`src/rtl/actv_ram_reader.sv`:
```
// actv_ram_reader: reads a completed output-activation buffer out of a BRAM port
// and streams it on a valid/ready interface with a last marker.
//
// Ports:
//   clk_i, reset_i (async, active-low)
//   req_i / ack_o       4-phase request/acknowledge from the producing layer
//   base_addr_i         first RAM address, sampled in IDLE when req_i=1
//   ready_o             reader idle
//   done_o              one-cycle pulse after the last word is accepted
//   ram_addr_o/ram_we_o/ram_din_i  BRAM read port (1-cycle read latency)
//   m_valid_o/m_ready_i/m_data_o/m_last_o  output stream
//
// Optional: define ACTV_READER_RELU_EN to clamp negative words to zero at buffer write.
module actv_ram_reader #(
  parameter int unsigned DataWidth = 8,
  parameter int unsigned DataSizeW = 28,
  parameter int unsigned DataSizeH = 28,
  parameter int unsigned NumActv   = DataSizeW * DataSizeH,
  parameter int unsigned AddrWidth = $clog2(NumActv)
) (
  input  logic                 clk_i,
  input  logic                 reset_i,
  input  logic                 req_i,
  output logic                 ack_o,
  input  logic [AddrWidth-1:0] base_addr_i,
  output logic                 ready_o,
  output logic                 done_o,
  output logic [AddrWidth-1:0] ram_addr_o,
  output logic                 ram_we_o,
  input  logic [DataWidth-1:0] ram_din_i,
  output logic                 m_valid_o,
  input  logic                 m_ready_i,
  output logic [DataWidth-1:0] m_data_o,
  output logic                 m_last_o
);

  localparam int unsigned CntWidth = $clog2(NumActv + 1);

  typedef enum logic [1:0] {S_IDLE, S_ACK, S_READ, S_DRAIN} state_t;

  state_t                state_q, state_d;
  logic [CntWidth-1:0]   issue_cnt_q;
  logic [AddrWidth-1:0]  addr_q;
  logic                  inflight_q, inflight_last_q;
  logic [DataWidth-1:0]  buf_data_q [2];
  logic                  buf_last_q [2];
  logic                  wr_ptr_q, rd_ptr_q;
  logic [1:0]            count_q;
  logic                  ack_q, ready_q, done_q;

  logic                  issue_c, latch_c, pop_c, is_last_c, has_room_c;
  logic [DataWidth-1:0]  wdata_c;

  assign pop_c     = m_valid_o & m_ready_i;
  assign is_last_c = (issue_cnt_q == CntWidth'(NumActv - 1));
  // A word leaving this cycle frees its slot, so back-to-back reads continue under m_ready_i=1.
  assign has_room_c = (3'(count_q) + 3'(inflight_q) - 3'(pop_c)) < 3'd2;

`ifdef ACTV_READER_RELU_EN
  assign wdata_c = ram_din_i[DataWidth-1] ? '0 : ram_din_i;
`else
  assign wdata_c = ram_din_i;
`endif

  // Next-state and issue decision
  always_comb begin
    state_d = state_q;
    issue_c = 1'b0;
    latch_c = 1'b0;
    case (state_q)
      S_IDLE: begin
        if (req_i) begin
          latch_c = 1'b1;
          state_d = S_ACK;
        end
      end
      S_ACK: begin
        if (!req_i) state_d = S_READ;
      end
      S_READ: begin
        if (has_room_c) begin
          issue_c = 1'b1;
          if (is_last_c) state_d = S_DRAIN;
        end
      end
      S_DRAIN: begin
        // done_q is set by the pop of the last word, so the buffer is empty here.
        if (done_q) state_d = S_IDLE;
      end
      default: state_d = S_IDLE;
    endcase
  end

  // State, read issue and handshake registers
  always_ff @(posedge clk_i or negedge reset_i) begin
    if (!reset_i) begin
      state_q         <= S_IDLE;
      issue_cnt_q     <= '0;
      addr_q          <= '0;
      inflight_q      <= 1'b0;
      inflight_last_q <= 1'b0;
      ack_q           <= 1'b0;
      ready_q         <= 1'b1;
      done_q          <= 1'b0;
    end else begin
      state_q         <= state_d;
      inflight_q      <= issue_c;
      inflight_last_q <= issue_c & is_last_c;
      ack_q           <= (state_d == S_ACK);
      ready_q         <= (state_d == S_IDLE);
      done_q          <= pop_c & buf_last_q[rd_ptr_q];
      if (latch_c) begin
        issue_cnt_q <= '0;
        addr_q      <= base_addr_i;
      end else if (issue_c) begin
        issue_cnt_q <= issue_cnt_q + CntWidth'(1);
        // Hold the final address instead of stepping past the transfer.
        if (!is_last_c) addr_q <= addr_q + AddrWidth'(1);
      end
    end
  end

  // Two-entry output buffer; written the cycle after each read is issued
  always_ff @(posedge clk_i or negedge reset_i) begin
    if (!reset_i) begin
      for (int i = 0; i < 2; i++) begin
        buf_data_q[i] <= '0;
        buf_last_q[i] <= 1'b0;
      end
      wr_ptr_q <= 1'b0;
      rd_ptr_q <= 1'b0;
      count_q  <= '0;
    end else begin
      if (inflight_q) begin
        buf_data_q[wr_ptr_q] <= wdata_c;
        buf_last_q[wr_ptr_q] <= inflight_last_q;
        wr_ptr_q             <= ~wr_ptr_q;
      end
      if (pop_c) rd_ptr_q <= ~rd_ptr_q;
      count_q <= count_q + 2'(inflight_q) - 2'(pop_c);
    end
  end

  assign ack_o      = ack_q;
  assign ready_o    = ready_q;
  assign done_o     = done_q;
  assign ram_addr_o = addr_q;
  assign ram_we_o   = 1'b0;
  assign m_valid_o  = (count_q != 2'd0);
  assign m_data_o   = buf_data_q[rd_ptr_q];
  assign m_last_o   = m_valid_o & buf_last_q[rd_ptr_q];

endmodule

```
`config.mk`:
```
export PLATFORM = sky130hd
export DESIGN_NAME = actv_ram_reader
export DESIGN_NICKNAME = d
export VERILOG_FILES = /design/src/rtl/actv_ram_reader.sv
export SDC_FILE = /design/constraint.sdc
export NUM_CORES = 1
export LEC_CHECK = 0
export CORE_ASPECT_RATIO = 1.2
export CORE_UTILIZATION = 47
export CTS_CLUSTER_DIAMETER = 60
export DETAILED_ROUTE_END_ITERATION = 10
export PLACE_DENSITY = 0.86
export SYNTH_ARGS = -nofsm -noshare
export SYNTH_HDL_FRONTEND = slang
export SYNTH_SLANG_ARGS = --single-unit
```
`constraint.sdc`:
```
create_clock -name clk_i -period 2.9 [get_ports clk_i]
set_input_delay 0.87 -clock clk_i [delete_from_list [all_inputs] [get_ports clk_i]]
set_output_delay 0.87 -clock clk_i [all_outputs]
set_load 0.01 [all_outputs]
```
* After elaboration in Yosys (flattened, before gate mapping)
Cells that the tools add are included.
** Operators by class
- Add/subtract/negate cells :: 6
- $lt $le $gt $ge :: 4
- Eq/ne operators :: 6
- Multiplexer cells :: 27
- Bitwise logic cells :: 8
- Reduce and logical (&&, ||, !) cells :: 6
** Operators by type and width (count)
- 2-to-1 mux 10 bit :: 5
- 2-to-1 mux 8 bit :: 4
- adder 10 x 1 -> 10 bit, second input constant :: 2
- bitwise mux 16 bit :: 1
- equality test 10 bit, second input constant :: 1
- 2-to-1 mux 2 bit :: 5
- demux 8 bit (select 1 bit) :: 1
- 2-to-1 mux 1 bit :: 8
- one-hot mux 2 bit (4 select lines) :: 1
- bitwise AND 1 bit :: 4
- equality test 2 x 1 -> 1 bit, second input constant :: 2
- equality test 2 bit, second input constant :: 2
- >= comparator 2 bit, second input constant :: 2
- zero test 2 bit :: 2
- NOT 1 -> 2 bit :: 2
- nonzero test 2 bit :: 2
- adder 2 x 1 -> 3 bit :: 1
- < comparator 3 x 2 -> 1 bit, second input constant :: 1
- subtractor 3 x 1 -> 3 bit :: 1
- adder 2 x 1 -> 2 bit :: 1
- bitwise mux 2 bit :: 1
- < comparator 2 x 1 -> 1 bit, second input constant :: 1
- inequality test 2 bit, second input constant :: 1
- NOT 1 bit :: 2
- other kinds (4) :: 4
** Storage, ports and cells
- Register bits after elaboration :: 49
- Input bits :: 22

* Depth between registers and ports, before layout
- Depth in word-level cells :: 8
- Gate-level depth with buffers :: 15

* Least setup slack after synthesis
Ideal clock, no wire load.
- Path kind :: input port to flip-flop
- From :: input m_ready_i
- To :: register addr_q[5], in the netlist ram_addr_o[5]
- Arrival :: 3.006 ns
- Data required time :: 2.763 ns
- Slack :: -0.243 ns
- Stages on the path :: 13
- Path through :: and2_1 > ha_1 > inv_1 > ha_1 > inv_1 > fa_1 > and3b_1 > buf_6 > nand2_4 > buf_6 > buf_2 > o311ai_0 > nand3_1
** Between the ends
- Word-level cells in the longest chain between the ends :: 7
** Ends and longest elaborated chain
- start: declaration :: line 32 : input logic m_ready_i,
- bitwise AND 1 bit :: line 54 : assign pop_c = m_valid_o & m_ready_i;
- subtractor 3 x 1 -> 3 bit :: line 57 : assign has_room_c = (3'(count_q) + 3'(inflight_q) - 3'(pop_c)) < 3'd2;
- < comparator 3 x 2 -> 1 bit :: line 57
- 2-to-1 mux 1 bit :: line 81 : if (has_room_c) begin
- 2-to-1 mux 1 bit :: line 70 : case (state_q)
- nonzero test 2 bit (no source line)
- AND reduction 2 bit (no source line)
- end signal: assignment :: line 114 : addr_q <= base_addr_i;
- end signal: assignment :: line 118 : if (!is_last_c) addr_q <= addr_q + AddrWidth'(1);
- end: declaration :: line 43 : logic [AddrWidth-1:0] addr_q;
Every way passes these cells.
A chain may end at the register's enable or synchronous reset.

* Final worst setup path
- From :: input m_ready_i
- To :: register addr_q[9], in the netlist ram_addr_o[9]
** Between the ends
- Word-level cells in the longest chain between the ends :: 7
** Ends and longest elaborated chain
- bitwise AND 1 bit :: line 54
- via pop_c :: line 51 : logic issue_c, latch_c, pop_c, is_last_c, has_room_c;
- subtractor 3 x 1 -> 3 bit :: line 57
- < comparator 3 x 2 -> 1 bit :: line 57
- 2-to-1 mux 1 bit :: line 81
- 2-to-1 mux 1 bit :: line 70
- nonzero test 2 bit (no source line)
- AND reduction 2 bit (no source line)
The timed path passes the listed nets, and every way through them passes these cells.

==> out/qor.yml <==
numCtsBuffers: 5
die_width_um: 67.7
fmax_mhz: 346
grt_pass1_wl_um: 8990
tightestPinTransition_ps: 854
hp-class: "flip-flop to flip-flop"
dpl-instance-area_um2: 3020
fin_crit_ps: 2890
vdd_drop_max_mv: 0.542
clock-root-buffer: "clkbuf_8"
crit_path_end_kind: "flip-flop"
yosysWarnings: 0
finalPower_mw: 3.44
die_h_um: 80.8
nets: 307
num_rows: 28
path_cells: "buf_6 -> and2_4 -> ha_4 -> inv_4 -> ha_4 -> inv_2 -> fa_2 -> and3b_2 -> buf_4 -> nand3_2 -> or4_1 -> a31oi_1"
cp_top_family: "adder cells"
totalWireLength_um: 5460
yosys_most_used_dff: "dfrtp_1"
routedWlPerCell_um: 16.0
die_area_um2: 5470
max-slew-margin-rel: 0.429
grt_use_total: 0.223
netlist_area_um2: 2430
synth_edf_count: 0
dr.pass1.iters: 4
grt_pass1_vias: 1890
drt_iter0_markers: 98
ant_nets: 0
cp_max_fo: 3
critPathLaunchType: "input pin"
synth_cells: 218
cp_data_required_time_ps: 3140
slew_violations: 0
vias_per_cell: 5.62
cts_tree: "built"
synth_area_per_cell_um2: 11.2
grt_overflow: 0
synth_seq_area_share: 0.505
h-tree-depth: 2
finalCritPeriodShare: 0.998
clock_sinks: 49
reg2reg_depth: 13
path_class: "input pin to flip-flop"
clkTransAtPathRegs_ps: 90
core-area_um2: 4940
crit_slowest_cell: "fa_2"
worst_ep_arrival_time_ps: 3130
rrSetupSlack_ps: 70
start_util: 0.492
powerDensity_nw_per_um2: 1070
synth_nets: 245
fin_skew_ps: 13.3
area_growth_pct: 32.3
place.gp.congestion: 0.826
synth-seq-cells: 49
final_cell_area_um2: 3220
drive_gt1_frac: 0.270
fin_ws_ps: 6.45
p_leak_nw: 1.36
synthArstFlopShare: 1.00
antenna_found_initial: 0
status: "complete, no violations"
io_pins: 46
cpPeakStageDelay_ps: 570
rsz0062_at_grt: "true"
setup_viol: 0
drc: 0
critPathBufInv: 4
dr_total_vias: 1918
hold_viol_final: 0
post-place-ws_ps: -676
holdPathStages: 1
ctsHoldBuffers: 0
insertion_delay_ps: 310
drv_cap: 0
dpl.hpwl_um: 3610
port_buffers: 44
cp_num_cells: 12
grt_max_degree: 28
diodes: 0
critical-path-top-cell-by-count: "ha_4"
n_fill_cell: 392
ctsLongestPathBuffers: 2
ys_types: 40
tns_ps: 0
post-route-util: 0.651
==> per-layer routing <==
metal,vias to the layer above,track usage,share of wire
met3,4,0.0449,0.051
met2,59,0.393,0.52
met1,945,0.272,0.42
li1,910,-,-
met5,-,0,0
met4,0,0.0574,0.010
==> area by class of cell <==
cell class / count / area, um2 / area share
inverter: 7 / 28.8 / 0.00895
multi-input combinational: 150 / 1160 / 0.362
sequential: 49 / 1230 / 0.382
timing repair buffer: 67 / 626 / 0.194
clock buffer: 6 / 82.6 / 0.0257
clock inverter: 2 / 13.8 / 0.00428
tap: 60 / 75.1 / 0.0233
==> cell usage after synthesis, drive strengths merged (6+ instances only) <==
master,instances,area (um2)
mux2,26,293
dfrtp,48,1200
nand3,13,65.1
inv,7,26.3
buf,8,63.8
a31oi,7,43.8
nor2,15,56.3
nand2,15,63.8
xor2,6,52.6
or4,7,52.6
==> registers in the layout, indices dropped and copies added, names as in the netlist <==
register         flops
ram_addr_o          10
state_q              2
ready_o              1
wr_ptr_q             1
count_q              2
buf_data_q          16
inflight_q           1
issue_cnt_q         10
done_o               1
ack_o                1
buf_last_q           2
inflight_last_q      1
rd_ptr_q             1
==> final timing paths <==
kind	startpoint	end
setup / recovery	m_ready_i	ram_addr_o[9]$_DFFE_PN0P_
setup reg to reg	count_q[1]$_DFF_PN0_	ram_addr_o[9]$_DFFE_PN0P_
max in group asynchronous	reset_i	ready_o$_DFF_PN1_
min in group asynchronous	reset_i	buf_data_q[3]$_DFFE_PN0P_
hold reg to reg	buf_data_q[6]$_DFFE_PN0P_	buf_data_q[6]$_DFFE_PN0P_
hold / removal	buf_data_q[6]$_DFFE_PN0P_	buf_data_q[6]$_DFFE_PN0P_
==> repair_timing <==
action,in CTS,in global routing
setup buffers,5,2
endpoints found under the setup margin,24,16
pin swaps,8,6
resized for setup,9,9
cloned,1,0
==> through the flow <==
stage	std cells	hold WS (ps)
finish	341	506
detailed placement	325	489
floorplan	218	463
global route	341	527
CTS	339	508
global placement	325	477
==> cells in the final DEF (no fill, tap or decap), types with 2 or more instances in the layout <==
cell             synthesis  routed
nor2_1                  15      14
ha_1                     4       2
a21oi_1                  3       2
nor2b_1                  2       2
inv_1                    7       5
a31oi_1                  7       7
nand3b_1                 2       2
clkbuf_8                 0       6
nor3b_1                  2       2
or3_1                    2       2
o311ai_1                 0       3
dfrtp_1                 48      48
and4_1                   3       3
o21ai_0                  5       4
clkdlybuf4s50_1          0      42
ha_4                     0       2
and2_1                   3       2
nor4_1                   3       3
or4_1                    7       6
nor3_1                   4       3
nand3_1                 13      12
nand2_1                 14      14
buf_4                    2      21
xor2_1                   6       6
mux2_2                  26      26
o31ai_1                  4       3
buf_6                    3       2
nand2_4                  1       2
nand4_1                  5       5
xnor2_1                  4       4
==> power by group <==
part / switching (mW) / total (mW) / internal, mW
combinational: 0.767 / 1.83 / 1.06
clock: 0.230 / 0.424 / 0.194
sequential: 0.251 / 1.19 / 0.938
==> cell families after synthesis <==
kind of cell / after synthesis / share of synthesized area
other: 1 / 0.00154
and+or+nand+nor: 81 / 0.184
adders and majority gates: 5 / 0.0288
xor gates and xnor gates: 11 / 0.0473
AOI/OAI and AO/OA: 24 / 0.0643
buffers and inverters: 20 / 0.0448
DFF: 49 / 0.505
muxes: 27 / 0.124
Power figures use the tool's default switching activity.
